[config.mk]
export PLATFORM = sky130hd
export DESIGN_NAME = dll_fc_init
export DESIGN_NICKNAME = d
export VERILOG_FILES = /design/src/rtl/dll_fc_init.sv
export SDC_FILE = /design/constraint.sdc
export NUM_CORES = 1
export LEC_CHECK = 0
export CAP_MARGIN = 5
export CORE_MARGIN = 2
export CORE_UTILIZATION = 38
export CTS_BUF_LIST = sky130_fd_sc_hd__clkbuf_8
export DETAILED_ROUTE_END_ITERATION = 8
export GPL_TIMING_DRIVEN = 0
export PLACE_DENSITY = 0.7
export SKIP_LAST_GASP = 1
export SLEW_MARGIN = 20
export SYNTH_ARGS = -nofsm -noshare
export SYNTH_HDL_FRONTEND = slang
export SYNTH_SLANG_ARGS = --single-unit
export TNS_END_PERCENT = 5
[constraint.sdc]
create_clock -name sclk -period 2.1 [get_ports sclk]
set_input_delay 0.42 -clock sclk [delete_from_list [all_inputs] [get_ports sclk]]
set_output_delay 0.42 -clock sclk [all_outputs]
set_load 0.01 [all_outputs]
[src/rtl/dll_fc_init.sv]
// rtl/dll_fc_init.sv - Data Link Layer flow-control initialization engine.
// Sends InitFC1/InitFC2 sequences, records partner credit limits, drives init1_end/init2_end.
module dll_fc_init #(
  parameter logic [7:0]  ADV_P_H    = 8'd32,
  parameter logic [11:0] ADV_P_D    = 12'd256,
  parameter logic [7:0]  ADV_NP_H   = 8'd32,
  parameter logic [11:0] ADV_NP_D   = 12'd0,
  parameter logic [7:0]  ADV_CPL_H  = 8'd0,
  parameter logic [11:0] ADV_CPL_D  = 12'd0,
  parameter int          RESEND_GAP = 16
) (
  input  logic        sclk,
  input  logic        srst_n,
  input  logic [1:0]  dlcm_state_i,
  input  logic        rx_dllp_valid_i,
  input  logic [31:0] rx_dllp_i,
  input  logic        rx_tlp_i,
  output logic        tx_dllp_valid_o,
  output logic [31:0] tx_dllp_o,
  input  logic        tx_dllp_ready_i,
  output logic        init1_end_o,
  output logic        init2_end_o,
  output logic [7:0]  p_h_lim_o,
  output logic [7:0]  np_h_lim_o,
  output logic [7:0]  cpl_h_lim_o,
  output logic [11:0] p_d_lim_o,
  output logic [11:0] np_d_lim_o,
  output logic [11:0] cpl_d_lim_o
);

  localparam int GW = $clog2(RESEND_GAP + 1);

  typedef enum logic [1:0] {IDLE, FC1, FC2, DONE} state_t;

  state_t          state_q, state_d;
  logic [1:0]      idx_q, idx_d;
  logic [GW-1:0]   gap_q, gap_d;
  logic            seq_sent_q, seq_sent_d;
  logic            rx_p_q, rx_p_d, rx_np_q, rx_np_d, rx_cpl_q, rx_cpl_d;
  logic            fc2_seen_q, fc2_seen_d;
  logic            init1_q, init1_d, init2_q, init2_d;
  logic [7:0]      p_h_q, p_h_d, np_h_q, np_h_d, cpl_h_q, cpl_h_d;
  logic [11:0]     p_d_q, p_d_d, np_d_q, np_d_d, cpl_d_q, cpl_d_d;

  logic [7:0]      rx_type, rx_hdr, tx_type, tx_hdr;
  logic [11:0]     rx_data, tx_data;
  logic            tx_fire;
  logic            unused_bits;

  assign rx_type     = rx_dllp_i[31:24];
  assign rx_hdr      = rx_dllp_i[21:14];
  assign rx_data     = rx_dllp_i[11:0];
  assign unused_bits = ^{rx_dllp_i[23:22], rx_dllp_i[13:12]};

  assign tx_dllp_valid_o = ((state_q == FC1) || (state_q == FC2)) && (gap_q == '0);
  assign tx_fire         = tx_dllp_valid_o && tx_dllp_ready_i;

  // InitFC2 codes are the InitFC1 codes with bit 7 set.
  always_comb begin
    tx_type = {(state_q == FC2), 7'h40};
    tx_hdr  = ADV_P_H;
    tx_data = ADV_P_D;
    case (idx_q)
      2'd0:    begin tx_type[5:4] = 2'b00; tx_hdr = ADV_P_H;   tx_data = ADV_P_D;   end
      2'd1:    begin tx_type[5:4] = 2'b01; tx_hdr = ADV_NP_H;  tx_data = ADV_NP_D;  end
      default: begin tx_type[5:4] = 2'b10; tx_hdr = ADV_CPL_H; tx_data = ADV_CPL_D; end
    endcase
  end

  assign tx_dllp_o = tx_dllp_valid_o ? {tx_type, 2'b00, tx_hdr, 2'b00, tx_data} : 32'h0;

  always_comb begin
    state_d    = state_q;
    idx_d      = idx_q;
    gap_d      = gap_q;
    seq_sent_d = seq_sent_q;
    rx_p_d     = rx_p_q;
    rx_np_d    = rx_np_q;
    rx_cpl_d   = rx_cpl_q;
    fc2_seen_d = fc2_seen_q;
    p_h_d      = p_h_q;
    p_d_d      = p_d_q;
    np_h_d     = np_h_q;
    np_d_d     = np_d_q;
    cpl_h_d    = cpl_h_q;
    cpl_d_d    = cpl_d_q;

    case (state_q)
      IDLE:    if (dlcm_state_i == 2'd1) state_d = FC1;
      FC1:     if (dlcm_state_i == 2'd2) state_d = FC2;
      FC2:     if (dlcm_state_i == 2'd3) state_d = DONE;
      default: state_d = state_q;
    endcase

    if ((state_q == FC1) || (state_q == FC2)) begin
      if (gap_q != '0) gap_d = gap_q - 1'b1;
      if (tx_fire) begin
        if (idx_q == 2'd2) begin
          idx_d      = 2'd0;
          seq_sent_d = 1'b1;
          gap_d      = GW'(RESEND_GAP);
        end else begin
          idx_d = idx_q + 2'd1;
        end
      end
    end

    // Only the first InitFC of each type sets the limit; duplicates are ignored.
    if ((state_q == FC1) && rx_dllp_valid_i) begin
      case (rx_type)
        8'h40, 8'hC0: if (!rx_p_q) begin
          rx_p_d = 1'b1; p_h_d = rx_hdr; p_d_d = rx_data;
        end
        8'h50, 8'hD0: if (!rx_np_q) begin
          rx_np_d = 1'b1; np_h_d = rx_hdr; np_d_d = rx_data;
        end
        8'h60, 8'hE0: if (!rx_cpl_q) begin
          rx_cpl_d = 1'b1; cpl_h_d = rx_hdr; cpl_d_d = rx_data;
        end
        default: ;
      endcase
    end

    if (state_q == FC2) begin
      if (rx_tlp_i) fc2_seen_d = 1'b1;
      if (rx_dllp_valid_i) begin
        case (rx_type)
          8'hC0, 8'hD0, 8'hE0, 8'h80, 8'h90, 8'hA0: fc2_seen_d = 1'b1;
          default: ;
        endcase
      end
    end

    if ((state_q == FC1) && (state_d == FC2)) begin
      idx_d      = 2'd0;
      seq_sent_d = 1'b0;
      gap_d      = '0;
    end

    init1_d = (state_d == FC1) && (init1_q ||
              ((state_q == FC1) && rx_p_q && rx_np_q && rx_cpl_q && seq_sent_q));
    init2_d = (state_d == FC2) && (init2_q ||
              ((state_q == FC2) && fc2_seen_q && seq_sent_q));

    if (dlcm_state_i == 2'd0) begin
      state_d    = IDLE;
      idx_d      = 2'd0;
      gap_d      = '0;
      seq_sent_d = 1'b0;
      rx_p_d     = 1'b0;
      rx_np_d    = 1'b0;
      rx_cpl_d   = 1'b0;
      fc2_seen_d = 1'b0;
      init1_d    = 1'b0;
      init2_d    = 1'b0;
      p_h_d      = '0;
      p_d_d      = '0;
      np_h_d     = '0;
      np_d_d     = '0;
      cpl_h_d    = '0;
      cpl_d_d    = '0;
    end
  end

  always_ff @(posedge sclk or negedge srst_n) begin
    if (!srst_n) begin
      state_q    <= IDLE;
      idx_q      <= 2'd0;
      gap_q      <= '0;
      seq_sent_q <= 1'b0;
      rx_p_q     <= 1'b0;
      rx_np_q    <= 1'b0;
      rx_cpl_q   <= 1'b0;
      fc2_seen_q <= 1'b0;
      init1_q    <= 1'b0;
      init2_q    <= 1'b0;
      p_h_q      <= '0;
      p_d_q      <= '0;
      np_h_q     <= '0;
      np_d_q     <= '0;
      cpl_h_q    <= '0;
      cpl_d_q    <= '0;
    end else begin
      state_q    <= state_d;
      idx_q      <= idx_d;
      gap_q      <= gap_d;
      seq_sent_q <= seq_sent_d;
      rx_p_q     <= rx_p_d;
      rx_np_q    <= rx_np_d;
      rx_cpl_q   <= rx_cpl_d;
      fc2_seen_q <= fc2_seen_d;
      init1_q    <= init1_d;
      init2_q    <= init2_d;
      p_h_q      <= p_h_d;
      p_d_q      <= p_d_d;
      np_h_q     <= np_h_d;
      np_d_q     <= np_d_d;
      cpl_h_q    <= cpl_h_d;
      cpl_d_q    <= cpl_d_d;
    end
  end

  assign init1_end_o = init1_q;
  assign init2_end_o = init2_q;
  assign p_h_lim_o   = p_h_q;
  assign p_d_lim_o   = p_d_q;
  assign np_h_lim_o  = np_h_q;
  assign np_d_lim_o  = np_d_q;
  assign cpl_h_lim_o = cpl_h_q;
  assign cpl_d_lim_o = cpl_d_q;

endmodule

==> impl.org, run 1 <==
** Status
- Status :: finished, violations left
- The checks that failed: setup timing.

** Power and ir drop
- Post-layout power :: slightly above 4 mW
- Leak Pwr :: 2.711 nW
- Across the VDD grid, the largest voltage drop is 0.0003386 V.
- Total power density per cell area :: approximately 770 nW/um2

** Yosys
- The synthesized design contains 76 register bits.
- Most used flip-flop cell after synthesis :: sky130_fd_sc_hd__dfrtp_1
- The share of the Yosys chip area taken by registers is 0.5220.
- Mapped Cells :: 359
- After synthesis, the netlist uses 43 different library cells.
- For this run, asynchronously set or reset flops after synthesis account for 1.000.
- Of the post-synthesis cell area, the dominant cell type holds 0.5220.
- Cell taking the most area after synthesis :: sky130_fd_sc_hd__dfrtp_1
- Synth warn :: 0
- After synthesis, the mean cell area works out to 10.15 um2.
- Cell types with the largest area share after synthesis :: sky130_fd_sc_hd__dfrtp_1, sky130_fd_sc_hd__mux2i_1, sky130_fd_sc_hd__buf_4, sky130_fd_sc_hd__nor2_1, sky130_fd_sc_hd__nand2_1
- Cell area after synthesis :: 3643 um2
- Number of flops mapped to enable cells by yosys :: 0

** Worst setup path
- Together, buffers and inverters on the worst path number 4.
- Critical path class :: flop to primary output
- Slowest stage cell on the critical path :: sky130_fd_sc_hd__dfrtp_1
- Among the stages of the critical path, the cell type that occurs most often is sky130_fd_sc_hd__inv_2.
- In this run the worst path has a maximum fanout of 3.
- Data on the critical path arrives at its endpoint at approximately 1.8 ns.
- Startpoint type of the worst setup path :: flop
- At the worst endpoint, the required time is 1.68 ns.
- Family of cells with the greatest summed delay on the critical path :: buffers and inverters
- STA classifies the critical path endpoint as a primary output.
- The largest single stage delay on the critical path is approximately 0.39 ns.
- The signal on the critical path passes through inv_2 -> ha_4 -> nor4b_4 -> nand2_2 -> inv_2 -> buf_4 -> clkdlybuf4s15_1.

** STA
- Relative max-transition margin :: 0.6267
- Dividing the final minimum period by the clock period gives 1.035.
- Setup violations remaining at the end of the flow were counted as 6.
- Hold Vio Cnt, Final :: 0
- Across the routed clock network, the largest skew measured is 0.008305 ns.
- Setup repair after global routing could not meet its margin everywhere.
- Subtracting the final worst setup slack from the clock period gives 2.174 ns.
- The tightest hold path in the finished design has a slack of 0.01192 ns.
- Worst-Margin Slew :: 0.5599 ns
- In the post-route analysis, the smallest setup slack over all paths is -0.07389 ns.
- Maximum clock frequency :: 0.4600 GHz
- Final Max Slew Viols :: 0

** GRT
- Initial antenna violation count :: 0
- The total overflow left after global routing is 0.
- The first global-routing pass estimated 15190 um of wire.
- Pin count of the biggest net entering global routing :: 44
- Number of global-route vias before repair :: around 3000
- Across every metal layer, demand over resource in global routing totals 0.1885.

** CTS
- TritonCTS built the clock tree.
- Counting along the longest clock path gives a buffer depth of 2.
- The clock net in this run drives a total of 76 sinks.
- Clk pin slew, worst setup/hold paths :: 0.08 ns
- Number of hold-repair buffers added at the cts stage :: 0
- Total clock buffers created by CTS :: 9
- Later-pin clock latency in the skew report :: approximately 0.35 ns
- Clock tree synthesis selected as its root buffer the cell sky130_fd_sc_hd__clkbuf_8.
- H-tree depth :: 3

** Drt
- Post-DR vias/cell :: 4.655
- First-pass detailed-route iteration total :: 5
- Drt wl/cell :: 14.78 um
- Via count of the routed design :: 2993
- In the routed design, unresolved DRC markers number 0.
- Post-Route WL :: 9501 um
- In this run the remaining antenna-violating nets after routing total 0.
- Starting DRT DRC Count :: 121

** Finish
- The number of antenna diodes in the final layout is 0.
- The area growth from synthesis to layout is 45.12%.
- Total Nets Final :: 554
- In the final layout, the share of cells above drive strength 1 is 0.1809.
- Most common cell after layout, fill and taps aside :: sky130_fd_sc_hd__clkdlybuf4s50_1
- Final standard cell count with taps included and fillers excluded :: 643
- The library cells used most frequently in the layout, excluding fill and tap cells, are sky130_fd_sc_hd__clkdlybuf4s50_1, sky130_fd_sc_hd__dfrtp_1, sky130_fd_sc_hd__nor2_1, sky130_fd_sc_hd__nand2_1, sky130_fd_sc_hd__mux2i_1.

** Floorplan
- The floorplan step set the die width to 101.9 um.
- Floorplan die area :: 10390 um2
- Area inside the core boundary :: 9284 um2
- In this run the count of I/O pins placed on the die edge is around 130.
- Vertical die dimension :: around 100 um
- Number of placement rows :: 35
- Initial core utilization :: 0.3925

** Placed design
- Gp weighted congestion :: between 0.7 and 0.8
- Inst Count DP :: 617
- Sum of net half-perimeters after detailed placement :: 6697 um
- Number of buffers added on ports :: 103
- OpenSTA, run right after detailed placement, puts the worst setup slack at -0.4343 ns.

** Min path
- Worst hold path class :: primary input to asynchronous set/reset pin

** Run
- Count of maximum capacitance violations :: 0
[cell families after synthesis]
family,after synthesis,share of synthesized area
buffers and inverters,51,0.08379
AO/OA/AOI/OAI,48,0.08482
AND/OR/NAND/NOR,135,0.1720
flip-flops,76,0.5220
adder cells (fa/ha/maj),6,0.02060
other,1,0.001029
multiplexers,42,0.1157
[worst paths after layout]
path / from / endpoint / slack, ns / cells after the start
worst max-delay path: gap_q[1] / tx_dllp_o[30] / -0.07 / 7
worst min-delay path: srst_n / p_d_lim_o[4] / 0.01 / 1
worst max register to register: state_q[1] / gap_q[0] / 0.07 / 6
worst min register to register: cpl_d_lim_o[1] / cpl_d_lim_o[1] / 0.52 / 2
max in group asynchronous: srst_n / state_q[1] / 1.49 / 2
min in group sclk: cpl_d_lim_o[1] / cpl_d_lim_o[1] / 0.52 / 2
[layer usage]
| layer | part of all wire | vias up | global-route usage |
|---|---|---|---|
| met4 | 0.0096 | 0 | 0.04205 |
| met3 | 0.055 | 8 | 0.05198 |
| met5 | 0 | - | 0 |
| li1 | - | 1456 | - |
| met1 | 0.44 | 1433 | 0.2416 |
| met2 | 0.50 | 96 | 0.3203 |
[timing repair]
item,in CTS,in global routing
setup buffers,8,2
setup endpoints to repair,31,81
gates resized for setup,33,15
cloned,0,0
pin swaps,4,3
[cell type report]
| type | count | area (um2) |
|---|---|---|
| well taps | 129 | 161.4 |
| flip-flops and latches | 76 | 1903 |
| plain buffers | 42 | 275.3 |
| clock inverters | 6 | 63.81 |
| inverters | 9 | 33.78 |
| fillers | 858 | 3996 |
| repair buffers | 114 | 1112 |
| multi-input cells | 257 | 1600 |
| clock buffers | 10 | 137.6 |
[sequential cells by signal (all words and copies together) (netlist names), 2 cells and up]
signal / cells
p_h_lim_o: 8
np_h_lim_o: 8
cpl_d_lim_o: 12
cpl_h_lim_o: 8
np_d_lim_o: 12
p_d_lim_o: 12
state_q: 2
idx_q: 2
gap_q: 5
[power by group]
part	switching [mW]	total [mW]	internal, mW
logic	0.650	1.28	0.632
registers	0.0928	1.64	1.55
clock network	0.545	1.12	0.579
[cells in the mapped netlist (all sizes together), types with 2 or more instances]
master	number
nor2	55
o21ai	5
ha	6
a21oi	28
and3	4
buf	33
dfrtp	76
nor3	5
nand4b	2
mux2i	41
nand2b	3
o21a	2
inv	9
clkbuf	9
nand2	51
nor4	2
nand4	2
nor2b	2
a32o	2
a31o	4
[worst reg2reg max path, stage by stage (launching register included)]
cell and delay (ns):
sky130_fd_sc_hd__dfrtp_2 0.46, sky130_fd_sc_hd__ha_2 0.23, sky130_fd_sc_hd__nand2b_1 0.15, sky130_fd_sc_hd__a21o_1 0.22, sky130_fd_sc_hd__a221oi_4 0.40, sky130_fd_sc_hd__o21ai_1 0.17
sky130_fd_sc_hd__mux2_2 0.28
[through the flow]
step	TNS (ns)	utilization	area, um2
after floorplan	0	-	3737
after global placement	-179.27	0.5310	4930
after detailed placement	-23.88	0.5329	4947
after CTS	-0.9982	0.5639	5235
after global routing	-1.116	0.5695	5288
final	-0.3228	0.5695	5288
(Power assumes the default switching activity.)
==> run 2: changes to the inputs <==
Settings changed: PLACE_DENSITY 0.7 to 0.73.
Clock period 2.1 ns to 1.9 ns, I/O delays scaled along.
==> run 2 against run 1 <==
Effect of this change: the flow still finishes with violations (setup timing); routed wire length grew 1.5%; total power grew 12%; register-to-register slack lost 0.26 ns; first-iteration DRC count grew 45%; cell count grew 1.4%; global-route usage is essentially flat; clock skew shrank 0.0023 ns; flip-flop and latch count is the same; final area grew 1.8%; worst setup slack lost 0.17 ns; non-clock buffer count grew 9; highest routed layer unchanged.
==> impl.org, run 2 (synthesized netlist as in run 1, its figures left out) <==
** Status
- The run finished, with violations left.
- The checks that failed: setup timing.

** Power and ir drop
- The switching power summed over all nets is 1.497 mW (+16%).
- The portion of total power attributed to sequential cells came to 0.398 (-0.007).
- Total power density per cell area :: 841.1 nW/um2 (+9.9%)
- Part of the power in the clock network :: 0.237 (-0.041)
- The worst vdd rail ir drop was 0.0004034 V (+19%).
- The leakage power of the design came to 2.770 nW (+2.2%).
- Switch share :: 0.3308 (+0.01252)
- The part of the power in combinational logic came to 0.365 (+0.048).
- Cell internal pwr :: 3.028 mW (+9.8%)
- The total power draw came to 4.525 mW (+12%).

** Drt
- Drt wl/cell :: 14.79 um (+0.12%)
- The via total after detailed routing is 3048 (+1.8%).
- Residual antenna-violating net count after detailed routing :: 0 (unchanged)
- First-pass detailed-route iteration total :: 4 (-1)
- Post-Route WL :: 9646 um (+1.5%)
- The detail-routed via count per cell is 4.675 (+0.43%).
- Starting DRT DRC Count :: 176 (+45%)
- Number of remaining DRC errors :: 0 (unchanged)

** Finish
- The antenna cell count was 0 (unchanged).
- The number of nets in the layout was 563 (+1.6%).
- End-of-flow core utilization :: 0.5795 (+0.009973)
- Most common cell after layout, fill and taps aside :: sky130_fd_sc_hd__clkdlybuf4s50_1
- Relative to the synthesized area, the layout overhead comes to 47.66%.
- The share of layout cells above drive strength 1 was 0.2084 (+0.02748).
- The top cell types in the final layout, fill and taps aside, are sky130_fd_sc_hd__clkdlybuf4s50_1, sky130_fd_sc_hd__dfrtp_1, sky130_fd_sc_hd__nor2_1, sky130_fd_sc_hd__nand2_1, sky130_fd_sc_hd__buf_4.
- The count of placed standard cells in the final layout, fillers left out is 652 (+1.4%).

** STA
- Final-layout worst hold slack :: 0.5227 ns (+0.5107 ns)
- The relative slew slack was 0.6538 (+0.02705).
- The setup TNS came to -3.261 ns (-2.938 ns).
- The worst setup slack after layout is -0.2466 ns (-0.1727 ns).
- The clock skew is 0.005992 ns (-0.002313 ns).
- Unrepaired setup endpoints after global routing :: yes
- Share of the cycle needed by the critical path after routing :: 1.130
- Number of endpoints failing setup at the final stage :: 48 (+42)
- Maximum clock frequency :: 0.4658 GHz
- Worst-Margin Slew :: 0.5194 ns (-0.04057 ns)
- Hold Vio Cnt, Final :: 0 (unchanged)
- The max-slew violation count is 0 (unchanged).
- Counting I/O delays and the setup requirement, the final critical path takes 2.147 ns.

** CTS
- The clock-pin slew of the registers on the worst-case setup and hold paths was 0.08 ns (about the same).
- Total clock buffers created by CTS :: 9 (unchanged)
- The deepest clock path buffer count is 2 (unchanged).
- H-tree depth :: 3 (unchanged)
- The clock sink count came to 76 (unchanged).
- The clock latency on the worst-skew pair was 0.34 ns (about the same).
- CTS placed an instance of sky130_fd_sc_hd__clkbuf_8 at the clock tree root.
- Clock tree from TritonCTS :: built

** Worst setup path
- The required time of the critical path was 1.52 ns (-0.16 ns).
- The worst register-to-register path begins at state_q[0].
- The most critical setup path has its startpoint at gap_q[0].
- The maximum fanout count along the critical path is 2 (-1).
- Critical Path Sink Type :: primary output
- Data arrival time of the worst path :: 1.77 ns (+0.02 ns)
- Critical path class :: flop to primary output
- Startpoint type of the worst setup path :: flop

** GRT
- Gr ovfl total :: 0 (unchanged)
- Overall routing resource usage :: 0.1883 (about the same)
- The via count of the first global-routing pass came to 2965 (-1.9%).
- The first-pass GRT wire length came to 14980 um (-1.4%).
- Initial antenna violation count :: 0 (unchanged)
- The largest net degree at the start of global routing came to 43 (-2.3%).

** Floorplan
- Horiz. Die Dim :: 101.9 um (unchanged)
- Vertical die dimension :: 101.9 um (unchanged)
- Boundary pin count :: 134 (unchanged)
- The number of core rows is 35 (unchanged).
- The initial core utilization came to 0.3925 (unchanged).
- The die area came to 10390 um2 (unchanged).
- The area inside the core boundary is 9284 um2 (unchanged).

** Placed design
- Sum of net half-perimeters after detailed placement :: 6731 um (+0.51%)
- The weighted congestion reported at the end of routability-driven placement came to 0.7632 (-3.5%).
- Number of buffers added on ports :: 103 (unchanged)
- The total instance count after detailed placement was 617 (unchanged).

** Run
- The number of max-cap violations came to 0 (unchanged).

** Min path
- The worst hold path begins at cpl_d_lim_o[3].
- Worst hold path class :: flop to flop
[run 2: what timing repair did]
| action | 4_1_cts | 5_1_grt |
|---|---|---|
| buffers inserted | 10 | 9 |
| cloned | 0 | 0 |
| pin swaps | 4 | 10 |
| hold buffers | 1 | 0 |
| setup endpoints to repair | 73 | 81 |
| hold endpoints to repair | 31 | 0 |
| gates resized for setup | 36 | 30 |
[run 2: per-stage QoR]
step	area [um2]	worst slack (ns)
after global placement	4930	-2.193
after floorplan	3737	0.01974
final	5380	-0.2466
after detailed placement	4947	-0.5776
after CTS	5221	-0.2405
after global routing	5380	-0.3697
[run 2: power groups by stage]
| stage | combinational, mW | sequential [mW] | clock (mW) |
|---|---|---|---|
| 2_1_floorplan | 0.749 | 1.81 | 0 |
| 3_3_place_gp | 1.09 | 1.82 | 0 |
| 3_5_place_dp | 1.13 | 1.83 | 0 |
| 4_1_cts | 1.35 | 1.79 | 1.10 |
| 5_1_grt | 1.79 | 1.82 | 1.19 |
| 6_report | 1.65 | 1.80 | 1.07 |
[run 2: final timing paths]
kind | to | slack (ns) | cells past startpoint
max | tx_dllp_o[28] | -0.25 | 8
min | cpl_d_lim_o[3] | 0.52 | 2
max reg2reg | gap_q[0] | -0.19 | 8
min reg2reg | cpl_d_lim_o[3] | 0.52 | 2
max in group asynchronous | np_d_lim_o[9] | 0.79 | 3
min in group asynchronous | gap_q[2] | 0.53 | 2
[run 2: per-layer routing]
| metal | vias to the layer above | wire, um | GRT usage |
|---|---|---|---|
| met5 | - | 0 | 0 |
| met4 | 0 | 106 | 0.06564 |
| met3 | 8 | 594 | 0.04583 |
| met2 | 101 | 4713 | 0.3102 |
| met1 | 1465 | 4232 | 0.2437 |
| li1 | 1474 | - | - |
[run 2: area by class of cell]
cell class	instances	area, um2
Clock inverter	7	43.79
Tap cell	129	161.4
Inverter	9	36.28
Clock buffer	9	123.9
Fill cell	824	3904
Timing Repair Buffer	123	1202
Multi-Input combinational cell	257	1630
Buffer	42	280.3
Sequential cell	76	1902
[run 2: worst max-delay path, stage by stage, from the launching register on]
cell and delay, ns:
sky130_fd_sc_hd__dfrtp_1 0.40, sky130_fd_sc_hd__inv_2 0.09, sky130_fd_sc_hd__ha_4 0.14, sky130_fd_sc_hd__nor4b_4 0.24
sky130_fd_sc_hd__nand2_2 0.12, sky130_fd_sc_hd__nor2_4 0.11, sky130_fd_sc_hd__buf_6 0.11, sky130_fd_sc_hd__and2_4 0.13
sky130_fd_sc_hd__buf_6 0.09
==> run 3: changes to the inputs <==
Settings changed: CAP_MARGIN 5 to unset, PLACE_DENSITY 0.73 to unset, PLACE_DENSITY_LB_ADDON set to 0.1.
==> run 3 against run 2 <==
Effect of this change: the flow still finishes with violations (setup timing); global-route usage shrank 0.31 points; cell count up 0.15%; via count fell by 0.85%; count of clock-buffer cells in the layout grew 2; clock power increased by 6%; routed wire length hardly changed; largest power group unchanged; total power hardly changed; core utilization is essentially flat; first-iteration DRC count down 38%; non-clock buffer count grew 1.
==> impl.org, run 3 (synthesized netlist as in run 1, its figures left out) <==
** GRT
- Pin count of the biggest net entering global routing :: 49 (+14%)
- The initial antenna violation count was 0 (unchanged).
- Gr ovfl total :: 0 (unchanged)
- The first-pass GRT wire length was 14610 um (-2.5%).
- The via count of the first global-routing pass was 2886 (-2.7%).
- The overall global routing resource usage is 0.1852 (-0.003125).

** Power and ir drop
- The worst vdd rail ir drop was 0.0004648 V (+15%).
- Proportion of power drawn by flip-flops and latches :: 0.402 (+0.004)
- Combinational cell fraction of total power :: 0.349 (-0.016)
- The areal power density over the cells is 840.1 nW/um2 (-0.11%).
- The switching power summed over all nets is 1.458 mW (-2.6%).
- Cell internal pwr :: 3.064 mW (+1.2%)
- Part of the power in the clock network :: 0.249 (+0.012)
- Switch share :: 0.3224 (-0.008454)
- The leakage power of the design came to 2.772 nW (about the same).

** Worst setup path
- The required time of the critical path was 1.52 ns (about the same).
- Family of cells with the greatest summed delay on the critical path :: buffers and inverters
- On the critical path, the stage with the largest delay is an instance of sky130_fd_sc_hd__dfrtp_1.
- The critical path goes through inv_2 -> ha_4 -> nor4b_4 -> nand2_2 -> buf_4 -> inv_2 -> dlygate4sd2_1.
- Critical Path Sink Type :: primary output
- Data arrival time of the worst path :: 1.79 ns (+0.02 ns)
- Worst reg2reg path depth :: 8 (unchanged)
- Startpoint type of the worst setup path :: flop
- The maximum fanout count along the critical path is 3 (+1).
- The maximum single-stage delay on the critical path came to 0.41 ns (about the same).
- The reg2reg setup slack is -0.09 ns (+0.10 ns).
- The total buffers and inverters traversed by the critical path came to 4 (+1).
- Library cell appearing most often on the critical path :: sky130_fd_sc_hd__inv_2
- The critical path is of the flop to primary output type.
- Startpoint of the lowest-slack register-to-register path :: state_q[1]
- RR Endpoint :: gap_q[0]

** Floorplan
- The die height was 101.9 um (unchanged).
- The initial core utilization came to 0.3925 (unchanged).
- The number of core rows is 35 (unchanged).
- Horiz. Die Dim :: 101.9 um (unchanged)
- The area inside the core boundary came to 9284 um2 (unchanged).
- The I/O pin total is 134 (unchanged).
- The die area came to 10390 um2 (unchanged).

** Placed design
- Placement Setup Slack :: -0.5977 ns (-0.02016 ns)
- The cell area after placement was 4955 um2 (+0.15%).
- The HPWL reported at the end of detailed placement came to 6691 um (-0.60%).
- The count of input and output buffers is 103 (unchanged).
- Gp weighted congestion :: 0.8158 (+6.9%)
- Inst Count DP :: 617 (unchanged)

** Finish
- Fin area :: 5381 um2 (about the same)
- The number of nets in the layout came to 564 (+0.18%).
- Count of filler cells inserted in the layout :: 834 (+1.2%)
- Share of post-route cells with drive strength above 1 :: 0.2023 (-0.006123)
- The library cells used most frequently in the layout, excluding fill and tap cells, are sky130_fd_sc_hd__clkdlybuf4s50_1, sky130_fd_sc_hd__dfrtp_1, sky130_fd_sc_hd__nor2_1, sky130_fd_sc_hd__nand2_1, sky130_fd_sc_hd__buf_4.
- The area added between synthesis and finish was 47.70% (about the same).
- The count of placed standard cells in the final layout, fillers left out came to 653 (+0.15%).
- Leaving out fill and tap cells, the most frequent cell in the layout is sky130_fd_sc_hd__clkdlybuf4s50_1.
- Number of antenna repair diodes :: 0 (unchanged)

** STA
- The time the worst path needs with I/O delays and setup was 2.165 ns (+0.01885 ns).
- Relative max-transition margin :: 0.6058 (-0.04793)
- The worst setup slack after layout was -0.2655 ns (-0.01885 ns).
- Final-layout worst hold slack :: 0.5047 ns (-0.01799 ns)
- The clock skew came to 0.01035 ns (+0.004354 ns).
- Hold Vio Cnt, Final :: 0 (unchanged)
- The max-slew violation count is 0 (unchanged).
- The number of failing setup endpoints in the final timing report was 68 (+42%).
- The slew at the pin with the worst max-slew slack was 0.5913 ns (+0.07189 ns).
- The setup TNS was -4.739 ns (-1.478 ns).
- Setup repair after global routing could not meet its margin everywhere.
- Maximum clock frequency :: 0.4618 GHz (-0.87%)
- Share of the cycle needed by the critical path after routing :: 1.140 (+0.009922)

** CTS
- Total clock buffers created by CTS :: 9 (unchanged)
- In this run the clock root is driven by a sky130_fd_sc_hd__clkbuf_8.
- The H-tree depth is 3 (unchanged).
- Later-pin clock latency in the skew report :: 0.35 ns (about the same)
- Maximum buffer depth of the clock tree :: 2 (unchanged)
- Clock tree from TritonCTS :: built
- Clock Sinks :: 76 (unchanged)
- The clock-pin slew of the registers on the worst-case setup and hold paths came to 0.08 ns (about the same).

** Drt
- Drt wl/cell :: 14.76 um (-0.20%)
- Number of remaining DRC errors :: 0 (unchanged)
- First-pass detailed-route iteration total :: 4 (unchanged)
- The via total after detailed routing came to 3022 (-0.85%).
- The initial detailed-routing violation count is 110 (-38%).
- Post-Route WL :: 9641 um (about the same)
- The post-detailed-route count of antenna-violating nets was 0 (unchanged).
- Post-DR vias/cell :: 4.628 (-1.0%)

** Run
- Count of maximum capacitance violations :: 0 (unchanged)

** Min path
- The min-delay analysis places its worst path in the category flop to flop.
- The startpoint identified for the worst hold timing path is fc2_seen_q.
- Hold Crit Endpoint :: fc2_seen_q
- The number of stages on the worst hold path came to 2 (unchanged).

** Status
- The checks that failed: setup timing.
- Status :: finished, violations left
run 3: cell types whose count changed in the layout (fill, tap and decap cells not counted), moves of 2 or more:
| cell | before | now |
|---|---|---|
| sky130_fd_sc_hd__buf_6 | 5 | 3 |
| sky130_fd_sc_hd__buf_12 | 2 | 0 |
| sky130_fd_sc_hd__clkbuf_8 | 9 | 11 |
| sky130_fd_sc_hd__buf_4 | 44 | 47 |
| sky130_fd_sc_hd__clkbuf_1 | 5 | 8 |
| sky130_fd_sc_hd__buf_2 | 6 | 8 |
| sky130_fd_sc_hd__clkbuf_2 | 5 | 1 |
run 3: per-stage QoR:
stage	utilization	total power [mW]
6_report	0.5797	4.521
4_1_cts	0.5660	4.345
3_3_place_gp	0.5310	2.927
3_5_place_dp	0.5337	2.957
2_1_floorplan	-	2.561
5_1_grt	0.5797	4.767
run 3: cell type report:
cell class	count	area (um2)	share of cell area
Timing Repair Buffer	124	1196	0.2223
Buffer	42	272.8	0.05069
Inverter	9	36.28	0.006743
Clock inverter	5	27.53	0.005115
Clock buffer	11	151.4	0.02813
Tap cell	129	161.4	0.02999
Sequential cell	76	1903	0.3536
Multi-Input combinational cell	257	1633	0.3034
run 3: worst max-delay path by stage:
stage	from	end	slack, ns	cells past startpoint
final	gap_q[1]	tx_dllp_valid_o	-0.27	7
after global placement	srst_n	cpl_h_lim_o[7]	-2.32	1
after detailed placement	dlcm_state_i[1]	np_d_lim_o[6]	-0.60	5
after global routing	gap_q[1]	tx_dllp_o[28]	-0.35	8
after CTS	gap_q[1]	tx_dllp_o[28]	-0.25	8
after floorplan	gap_q[0]	tx_dllp_o[28]	0.02	6
run 3: power groups by stage:
stage | registers (mW) | clock network (mW) | logic [mW]
floorplan | 1.81 | 0 | 0.749
global placement | 1.83 | 0 | 1.10
detailed placement | 1.83 | 0 | 1.13
CTS | 1.79 | 1.16 | 1.39
global route | 1.83 | 1.23 | 1.71
finish | 1.82 | 1.13 | 1.58
run 3: per-layer routing:
metal	vias to the layer above	track usage	part of all wire
li1	1479	-	-
met1	1435	0.2285	0.43
met2	100	0.3122	0.49
met3	8	0.06156	0.070
met4	0	0.05128	0.0096
met5	-	0	0
run 3: what timing repair did:
item                       CTS  global route
hold endpoints to repair    28             0
setup buffers               12             7
hold buffers                 1             0
setup endpoints to repair   79            81
pin swaps                    5             5
resized for setup           36            20
run 3: tightest hold or removal path, stage by stage, from the launching register on:
cell,delay (ns)
sky130_fd_sc_hd__dfrtp_1,0.35
sky130_fd_sc_hd__a21oi_1,0.04
sky130_fd_sc_hd__nor2_1,0.08
